`src/rtl/lsu_pkg.sv`:
```
// Shared definitions for the memory-stage load/store unit: funct3 access
// codes, FSM state type, byte-mask width and small decode helpers.
package lsu_pkg;

  // Access-size codes carried in funct3
  localparam logic [2:0] F3_B  = 3'b000;
  localparam logic [2:0] F3_H  = 3'b001;
  localparam logic [2:0] F3_W  = 3'b010;
  localparam logic [2:0] F3_BU = 3'b100;
  localparam logic [2:0] F3_HU = 3'b101;

  // Size field is funct3[1:0]; the sign/zero choice lives in funct3[2]
  localparam logic [1:0] SZ_BYTE = 2'b00;
  localparam logic [1:0] SZ_HALF = 2'b01;
  localparam logic [1:0] SZ_WORD = 2'b10;

  // One write-enable bit per byte lane of the 32-bit data bus
  localparam int BMASK_W = 4;

  typedef enum logic [1:0] {
    ST_IDLE = 2'b00,
    ST_REQ  = 2'b01,
    ST_DONE = 2'b10
  } lsu_state_e;

  // Loads accept all five codes; stores only have signed-style B/H/W
  function automatic logic f3_legal(input logic [2:0] funct3,
                                    input logic       is_load);
    logic ok;
    ok = 1'b0;
    case (funct3)
      F3_B, F3_H, F3_W: ok = 1'b1;
      F3_BU, F3_HU:     ok = is_load;
      default:          ok = 1'b0;
    endcase
    return ok;
  endfunction

  // Halfwords need an even address, words a multiple of four
  function automatic logic f3_misaligned(input logic [1:0] size,
                                         input logic [1:0] addr_lo);
    logic mis;
    mis = 1'b0;
    case (size)
      SZ_HALF: mis = addr_lo[0];
      SZ_WORD: mis = |addr_lo;
      default: mis = 1'b0;
    endcase
    return mis;
  endfunction

  // Lanes written by a store of the given size at the given byte offset
  function automatic logic [BMASK_W-1:0] st_bmask(input logic [1:0] size,
                                                  input logic [1:0] addr_lo);
    logic [BMASK_W-1:0] mask;
    mask = '0;
    case (size)
      SZ_BYTE: mask = 4'b0001 << addr_lo;
      SZ_HALF: mask = 4'b0011 << {addr_lo[1], 1'b0};
      default: mask = 4'b1111;
    endcase
    return mask;
  endfunction

  // Replicate narrow store data across every lane so the mask alone selects
  function automatic logic [31:0] st_wdata(input logic [1:0]  size,
                                           input logic [31:0] data);
    logic [31:0] wd;
    wd = data;
    case (size)
      SZ_BYTE: wd = {4{data[7:0]}};
      SZ_HALF: wd = {2{data[15:0]}};
      default: wd = data;
    endcase
    return wd;
  endfunction

endpackage

```
`src/rtl/ld_align.sv`:
```
// Load formatter: picks the addressed byte/halfword lane out of a full bus
// word and sign- or zero-extends it according to funct3.
module ld_align
  import lsu_pkg::*;
(
  input  logic [31:0] rdata,
  input  logic [2:0]  funct3,
  input  logic [1:0]  addr,
  output logic [31:0] data
);

  logic [7:0]  byte_sel;
  logic [15:0] half_sel;

  // Lane selection from the low address bits
  always_comb begin
    byte_sel = rdata[7:0];
    half_sel = addr[1] ? rdata[31:16] : rdata[15:0];
    case (addr)
      2'd0:    byte_sel = rdata[7:0];
      2'd1:    byte_sel = rdata[15:8];
      2'd2:    byte_sel = rdata[23:16];
      default: byte_sel = rdata[31:24];
    endcase
  end

  // Extension to 32 bits by access type
  always_comb begin
    data = rdata;
    case (funct3)
      F3_B:    data = {{24{byte_sel[7]}}, byte_sel};
      F3_H:    data = {{16{half_sel[15]}}, half_sel};
      F3_W:    data = rdata;
      F3_BU:   data = {24'd0, byte_sel};
      F3_HU:   data = {16'd0, half_sel};
      default: data = rdata;
    endcase
  end

endmodule

```
`src/rtl/mem_lsu.sv`:
```
// Memory-stage load/store unit. Turns a MEM-stage load or store into a
// single request/ack transaction on the data-memory bus, stalling the
// pipeline until it completes, and aborts with a bus error if the memory
// does not answer within TIMEOUT_CYC request cycles.
module mem_lsu
  import lsu_pkg::*;
#(
  parameter int TIMEOUT_CYC = 255
) (
  input  logic               clk_i,
  input  logic               rst_i,
  input  logic               valid_i,
  input  logic               is_load_i,
  input  logic               is_store_i,
  input  logic [2:0]         funct3_i,
  input  logic [31:0]        addr_i,
  input  logic [31:0]        st_data_i,
  output logic               stall_o,
  output logic [31:0]        ld_data_o,
  output logic               ld_valid_o,
  output logic               misalign_o,
  output logic               bus_err_o,
  output logic               dmem_req_o,
  output logic               dmem_we_o,
  output logic [31:0]        dmem_addr_o,
  output logic [31:0]        dmem_wdata_o,
  output logic [BMASK_W-1:0] dmem_bmask_o,
  input  logic               dmem_ack_i,
  input  logic [31:0]        dmem_rdata_i
);

  // Wide enough to hold TIMEOUT_CYC itself; expiry is judged on the last
  // REQ cycle, when the count of ack-less cycles so far is TIMEOUT_CYC-1.
  localparam int              CNT_W    = $clog2(TIMEOUT_CYC + 1);
  localparam logic [CNT_W-1:0] CNT_LAST = CNT_W'(TIMEOUT_CYC - 1);

  lsu_state_e       state, state_n;
  logic [CNT_W-1:0] tmo_cnt;

  logic             mem_op;
  logic             op_legal;
  logic             op_misaligned;
  logic             start;
  logic             stall_raw;
  logic             misalign_raw;
  logic             acked;
  logic             timed_out;

  logic             is_load_q;
  logic [2:0]       funct3_q;
  logic [1:0]       addr_lo_q;
  logic [31:0]      ld_fmt;

  // Decode of the instruction currently presented by the MEM stage
  always_comb begin
    mem_op        = valid_i & (is_load_i | is_store_i);
    op_legal      = f3_legal(funct3_i, is_load_i);
    op_misaligned = f3_misaligned(funct3_i[1:0], addr_i[1:0]);
    start         = mem_op & op_legal & ~op_misaligned;
    acked         = (state == ST_REQ) & dmem_ack_i;
    timed_out     = (state == ST_REQ) & ~dmem_ack_i & (tmo_cnt == CNT_LAST);
  end

  // State register
  always_ff @(posedge clk_i) begin
    if (!rst_i) begin
      state <= ST_IDLE;
    end else begin
      state <= state_n;
    end
  end

  // Next-state logic plus the combinational stall and misalign strobes
  always_comb begin
    state_n      = state;
    stall_raw    = 1'b0;
    misalign_raw = 1'b0;
    case (state)
      ST_IDLE: begin
        stall_raw    = start;
        misalign_raw = mem_op & op_legal & op_misaligned;
        if (start) begin
          state_n = ST_REQ;
        end
      end
      ST_REQ: begin
        stall_raw = 1'b1;
        if (dmem_ack_i || timed_out) begin
          state_n = ST_DONE;
        end
      end
      ST_DONE: begin
        state_n = ST_IDLE;
      end
      default: begin
        state_n = ST_IDLE;
      end
    endcase
  end

  // While reset is held the pipeline must not be frozen or see an exception
  assign stall_o    = rst_i & stall_raw;
  assign misalign_o = rst_i & misalign_raw;
  assign dmem_req_o = (state == ST_REQ);

  // Capture the bus transaction on the start cycle and hold it through REQ
  always_ff @(posedge clk_i) begin
    if (!rst_i) begin
      dmem_addr_o  <= '0;
      dmem_wdata_o <= '0;
      dmem_bmask_o <= '0;
      dmem_we_o    <= 1'b0;
      is_load_q    <= 1'b0;
      funct3_q     <= '0;
      addr_lo_q    <= '0;
    end else if ((state == ST_IDLE) && start) begin
      dmem_addr_o  <= {addr_i[31:2], 2'b00};
      dmem_we_o    <= ~is_load_i;
      dmem_bmask_o <= is_load_i ? '0 : st_bmask(funct3_i[1:0], addr_i[1:0]);
      dmem_wdata_o <= is_load_i ? '0 : st_wdata(funct3_i[1:0], st_data_i);
      is_load_q    <= is_load_i;
      funct3_q     <= funct3_i;
      addr_lo_q    <= addr_i[1:0];
    end
  end

  // Ack-less REQ cycle counter, restarted for every new transaction
  always_ff @(posedge clk_i) begin
    if (!rst_i) begin
      tmo_cnt <= '0;
    end else if ((state == ST_IDLE) && start) begin
      tmo_cnt <= '0;
    end else if ((state == ST_REQ) && !dmem_ack_i) begin
      tmo_cnt <= tmo_cnt + 1'b1;
    end
  end

  ld_align u_ld_align (
    .rdata  (dmem_rdata_i),
    .funct3 (funct3_q),
    .addr   (addr_lo_q),
    .data   (ld_fmt)
  );

  // Completion results, all visible during the single DONE cycle
  always_ff @(posedge clk_i) begin
    if (!rst_i) begin
      ld_data_o  <= '0;
      ld_valid_o <= 1'b0;
      bus_err_o  <= 1'b0;
    end else begin
      ld_valid_o <= acked & is_load_q;
      bus_err_o  <= timed_out;
      if (acked && is_load_q) begin
        ld_data_o <= ld_fmt;
      end else if (timed_out) begin
        ld_data_o <= '0;
      end
    end
  end

endmodule
```
`config.mk`:
```
export PLATFORM = sky130hd
export DESIGN_NAME = mem_lsu
export DESIGN_NICKNAME = d
export VERILOG_FILES = /design/src/rtl/lsu_pkg.sv /design/src/rtl/ld_align.sv /design/src/rtl/mem_lsu.sv
export SDC_FILE = /design/constraint.sdc
export NUM_CORES = 1
export LEC_CHECK = 0
export BUFFER_PORTS_ARGS = -buffer_cell sky130_fd_sc_hd__buf_2
export CORE_MARGIN = 3
export CORE_UTILIZATION = 48
export CTS_CLUSTER_DIAMETER = 150
export DETAILED_ROUTE_END_ITERATION = 16
export PLACE_DENSITY = 0.78
export SYNTH_ARGS = -nofsm -noshare
export SYNTH_HDL_FRONTEND = slang
export SYNTH_SLANG_ARGS = --single-unit
export TNS_END_PERCENT = 30
```
`constraint.sdc`:
```
create_clock -name clk_i -period 2.71 [get_ports clk_i]
set_input_delay 0.271 -clock clk_i [delete_from_list [all_inputs] [get_ports clk_i]]
set_output_delay 0.271 -clock clk_i [all_outputs]
set_load 0.02 [all_outputs]
```
==> Yosys cells after proc, flatten, opt, wreduce, memory -nomap -nowiden <==
Index checks and enable logic that the tools add are counted.
{ "classes": {"add_sub_neg": 1, "n_eq_ne": 15, "n_shift": 2, "n_mux": 16, "bitwise": 15, "n_reduce_logical": 16} }
{ "op_table": {"columns": ["op", "n"], "rows": [
  ["one-hot mux 32 bit (4 select lines)", 1],
  ["two-way mux 32 bit", 3],
  ["one-hot mux 32 bit (2 select lines)", 1],
  ["one-hot mux 8 bit (3 select lines)", 1],
  ["two-way mux 16 bit", 1],
  ["== test 3 bit (second input constant)", 4],
  ["bitwise AND 1 bit", 10],
  ["adder 8 x 1 -> 8 bit (second input constant)", 1],
  ["== test 8 bit (second input constant)", 1],
  ["one-hot mux 4 bit (2 select lines)", 1],
  ["== test 2 x 1 -> 1 bit (second input constant)", 3],
  ["== test 3 x 1 -> 1 bit (second input constant)", 2],
  ["logical NOT 2 bit", 3],
  ["logical NOT 3 bit", 2],
  ["one-hot mux 1 bit (2 select lines)", 3],
  ["OR reduction 2 bit", 3],
  ["== test 2 bit (second input constant)", 2],
  ["two-way mux 2 bit", 2],
  ["two-way mux 4 bit", 1],
  ["NOT 1 bit", 4],
  ["one-hot mux 2 bit (2 select lines)", 1],
  ["<< shifter 1 x 2 -> 4 bit (first input constant)", 1],
  ["<< shifter 2 x 2 -> 4 bit (first input constant)", 1],
  ["== test 3 x 2 -> 1 bit (second input constant)", 1],
  ["other kinds (10)", 12]
]} }
{ "word_totals": {"reg_bits": 117, "input_bits": 105, "word_cells": 77} }

==> Logic depth before layout (Yosys ltp) <==
{ "depth": {"depth_word": 7, "depth_mapped": 9, "ltp_nobuf": 6} }

==> Modules after synthesis <==
Synthesis repeated with hierarchy kept, for this count alone.
{ "unflattened": {"hier_cells": 570, "hier_area_um2": 5208.7} }
{ "by_module_without_submodules": {"columns": ["module", "n_inst", "cells_per_inst", "area_per_inst_um2", "seq_area_each_um2"], "rows": [
  ["mem_lsu", 1, 439, 4485.6, 2342.2],
  ["ld_align", 1, 131, 723.2, 0.0]
]} }

==> Least setup slack after synthesis <==
Ideal clock, no wire load.
{ "synth_timing": {"path_type": "in2reg", "from": "input port funct3_i[1]", "to": "register dmem_wdata_o[15]", "setup_ns": 0.117, "t_arrival_ns": 2.252, "t_required_ns": 2.593, "slack_ns": 0.342, "stages": 9, "cell_sequence": "clkbuf_1 inv_1 ha_1 o211ai_1 nand2_1 o41a_1 buf_2 buf_4 a22o_1"} }
{ "synth_between": {"elab_chain_len": 6} }
{ "synth_rtl": {"columns": ["element", "line_no", "text"], "rows": [
  ["start: declaration", "mem_lsu.sv:15", "input logic [2:0] funct3_i,"],
  ["== test 3 x 1 -> 1 bit, or another cell as far along", "lsu_pkg.sv:31", "case (funct3)"],
  ["OR reduction 3 bit / OR reduction 2 bit (equally long branches)", "lsu_pkg.sv:31", null],
  ["one-hot mux 1 bit (2 select lines)", "lsu_pkg.sv:31", null],
  ["bitwise AND 1 bit (2 in series)", "mem_lsu.sv:59", "start = mem_op & op_legal & ~op_misaligned;"],
  ["logical AND 1 bit", "mem_lsu.sv:116", "end else if ((state == ST_IDLE) && start) begin"],
  ["end signal: assignment", "mem_lsu.sv:120", "dmem_wdata_o <= is_load_i ? '0 : st_wdata(funct3_i[1:0], st_data_i);"],
  ["end: declaration", "mem_lsu.sv:26", "output logic [31:0] dmem_wdata_o,"]
]} }
Several ways; a longest one is shown, not always the timed one.
A chain may end at the register's enable or synchronous reset.

==> Final worst setup path <==
{ "layout_timing": {"from": "register addr_lo_q[1]", "to": "register ld_data_o[9]"} }
{ "layout_between": {"elab_chain_len": 4} }
{ "layout_rtl": {"columns": ["element", "line_no", "text"], "rows": [
  ["start: declaration", "mem_lsu.sv:51", "logic [1:0] addr_lo_q;"],
  ["start signal: assignment", "mem_lsu.sv:123", "addr_lo_q <= addr_i[1:0];"],
  ["== test 2 bit, or another cell as far along", "ld_align.sv:19", "case (addr)"],
  ["one-hot mux 8 bit (3 select lines)", "ld_align.sv:19", null],
  ["one-hot mux 32 bit (4 select lines) *", "ld_align.sv:30", "case (funct3)"],
  ["two-way mux 32 bit *", "mem_lsu.sv:154", "if (acked && is_load_q) begin"],
  ["end signal: assignment", "mem_lsu.sv:155", "ld_data_o <= ld_fmt;"],
  ["end: declaration", "mem_lsu.sv:19", "output logic [31:0] ld_data_o,"]
]} }
Every way passes the cells marked *; elsewhere a longest branch is shown, timed or not.

==> reports/results.ini <==
[run_status]
status = finished, final reports clean

[setup_path]
worstSetupStartpointType = flop
worst-setup-path-type = reg2reg
crit_start = addr_lo_q[1]
required_ns = 3.11
critPathMaxFanout = 12
cp_data_arrival_time_ns = 2.71
path_buf_inv = 0
crit_path_end_kind = flop
path_cells = mux2_2, a221oi_2, o21ai_0, a32o_1
slowest_delay_ns = 0.73
crit_path_top_delay_cell = dfxtp_1
r2r-start = addr_lo_q[1]
critical_path.top_delay_family = compound AO/OA/AOI/OAI gates

[routing]
drcViolationCount = 0
wl_per_cell_um = 16.61
postRouteAntennaNets = 0
drt_pass1_iterations = 5
detail_route.iter0.violations = 198
wirelength_mm = 14.90
vias = 4799
avgViaCountPerCell = 5.350

[power_and_ir_drop]
p_seq_frac = 0.395
pwr-share-clk = 0.490
swShare = 0.2567
p_int_w = 0.003401
switchingPower_w = 0.001175
p_leak_nw = 3.271
pwr-share-comb = 0.116
vdd.ir_drop.worst_uv = 352.2
fin_total_pwr_w = 0.004576
p_per_area_nw_per_um2 = 635.3

[die]
core_um2 = 10370
placementRows = 37
die_area_um2 = 11990
io-pin-count = 211
die_h_um = 109.5
dieWidth_um = 109.5
initial_utilization = 0.4959

[worst_hold_path]
hp-start = addr_i[20]
hp-class = in2reg

[cts]
postCtsSetupRepairBufs = 0
clock-sinks = 117
tritoncts = yes
cts.htree.levels = 4
clk_pin_slew_ns = 0.06
cts_made_buffers = 17
clockBufferDepth = 2
insertion_delay_ns = 0.51
root_buffer = clkbuf_8

[synth]
syn_inst = 513
syn_area_um2 = 5142
synth_area_per_cell_um2 = 10.02
yosysMostFrequentCell = dfxtp_1
synth_largest_area_cell = dfxtp_1
seq_area_frac_synth = 0.4555
synth_area_leaders = dfxtp_1, mux2i_1, nand2_1
ys.flop_type = dfxtp_1
async_reset_ff_frac = 0
synth_seq_cells = 117
yosysTopAreaCellShare = 0.4555
synth_common_cells = dfxtp_1, nand2_1, mux2i_1
synth_edf_count = 0
yosys_warnings = 0
yosysUniqueCellTypes = 50

[final_layout]
nNetsFinal = 859
design_area_um2 = 7203
area_growth_pct = 40.07
fillers = 796
drive_gt1_frac = 0.3706
diodes = 0

[job]
max-cap-violations = 0

[timing]
period_share = 0.8522
report.final.hold_viol_count = 0
timing.hold.ws_ns = 0.01861
clock_skew_ns = 0.01249
worst_slack_ns = 0.4005
max_slew_margin = 0.4168
grt_setup_unrepaired = false
period_needed_ns = 2.309
tns_ns = 0
worst_pin_slew_ns = 0.8748
finalSetupViolations = 0
clock.fmax_mhz = 433.0
slew_violations = 0

[grt]
antenna_found_initial = 0
track_usage = 0.2474
grt_pass1_vias = 4797
grt_pass1_wl_mm = 23.33
grt_start_max_net_pins = 78
grt-ovfl-total = 0

[place]
gp_congestion = 0.8245
dp_hpwl_mm = 10.47
place_ws_ns = 0.2053
post_dp_cell_area_um2 = 6240
port_buffers = 208

## kinds of logic (layout without fill, tap and decap cells)
family,after synthesis,in the layout,share of synthesized area
other,1,2,0.0007292
adder cells (fa/ha/maj),5,5,0.01217
flip-flops,117,117,0.4555
buffers and inverters,50,297,0.05085
AND/OR/NAND/NOR,149,149,0.1399
XOR/XNOR,7,7,0.01192
multiplexers,54,54,0.1056
AO/OA/AOI/OAI,130,130,0.2234
## metal layers
metal / wire, um / up-vias / GRT usage
li1: - / 2340 / -
met2: 7363 / 164 / 0.4176
met4: 323 / 0 / 0.09261
met3: 1046 / 30 / 0.07751
met1: 6166 / 2265 / 0.2946
met5: 0 / - / 0
## cell type report
cell class	count	area (um2)	area share
Sequential cell	117	2342	0.3252
Clock inverter	14	178.9	0.02484
Clock buffer	17	414.1	0.05750
Timing Repair Buffer	256	1506	0.2091
Multi-Input combinational cell	347	2554	0.3545
Tap cell	136	170.2	0.02362
Inverter	10	37.54	0.005211
## worst paths after layout
check | slack [ns] | cells after the start | end
hold reg to reg | 0.45 | 1 | dmem_we_o
setup / recovery | 0.40 | 4 | ld_data_o[9]
setup reg to reg | 0.40 | 4 | ld_data_o[9]
hold / removal | 0.02 | 3 | dmem_addr_o[20]
## per-stage QoR
step / utilization / instances
final: 0.6946 / 897
after global routing: 0.6946 / 897
after CTS: 0.6946 / 897
after detailed placement: 0.6017 / 829
after global placement: 0.6017 / 829
after floorplan: - / 514
## power groups by stage
stage | logic (W) | clock network, W | registers [W]
after floorplan | 0.000257 | 0 | 0.00188
after global placement | 0.000472 | 0 | 0.00184
after detailed placement | 0.000482 | 0 | 0.00184
after CTS | 0.000526 | 0.00226 | 0.00180
after global routing | 0.000577 | 0.00233 | 0.00181
final | 0.000529 | 0.00224 | 0.00181
## layout by cell type, fill, tap and decap left out, types with 3 or more instances in the layout
| cell type | count |
|---|---|
| a21oi_1 | 24 |
| nor2b_1 | 5 |
| dlygate4sd3_1 | 37 |
| nand2b_1 | 12 |
| bufinv_16 | 3 |
| nand2_1 | 87 |
| or3_1 | 8 |
| clkinvlp_4 | 3 |
| and3_1 | 3 |
| a32o_1 | 9 |
| mux2i_1 | 52 |
| inv_6 | 3 |
| xor2_1 | 6 |
| a221o_1 | 16 |
| a22o_1 | 19 |
| o21ai_0 | 18 |
| inv_1 | 10 |
| dfxtp_1 | 117 |
| nand3_1 | 4 |
| o2bb2ai_2 | 20 |
| clkinv_4 | 4 |
| clkbuf_16 | 16 |
| ha_1 | 5 |
| nor2_1 | 12 |
| buf_2 | 208 |
| o2bb2ai_1 | 11 |
| buf_4 | 10 |
## repair_timing
action                                 in CTS  in global routing
resized for setup                           0                  0
hold buffers                               37                  0
endpoints found under the hold margin      37                  0
setup endpoints to repair                   0                  0
## worst reg2reg max path, cell delays in order, from the launching register on
cell	delay, ns
dfxtp_1	0.73
mux2_2	0.45
a221oi_2	0.53
o21ai_0	0.21
a32o_1	0.28
## sequential cells by signal, indices dropped and copies added (netlist names), 2 cells and up
| register | count |
|---|---|
| funct3_q | 3 |
| dmem_wdata_o | 32 |
| tmo_cnt | 8 |
| dmem_addr_o | 30 |
| ld_data_o | 32 |
| dmem_bmask_o | 4 |
| addr_lo_q | 2 |
| state | 2 |
Power figures use the tool's default switching activity.
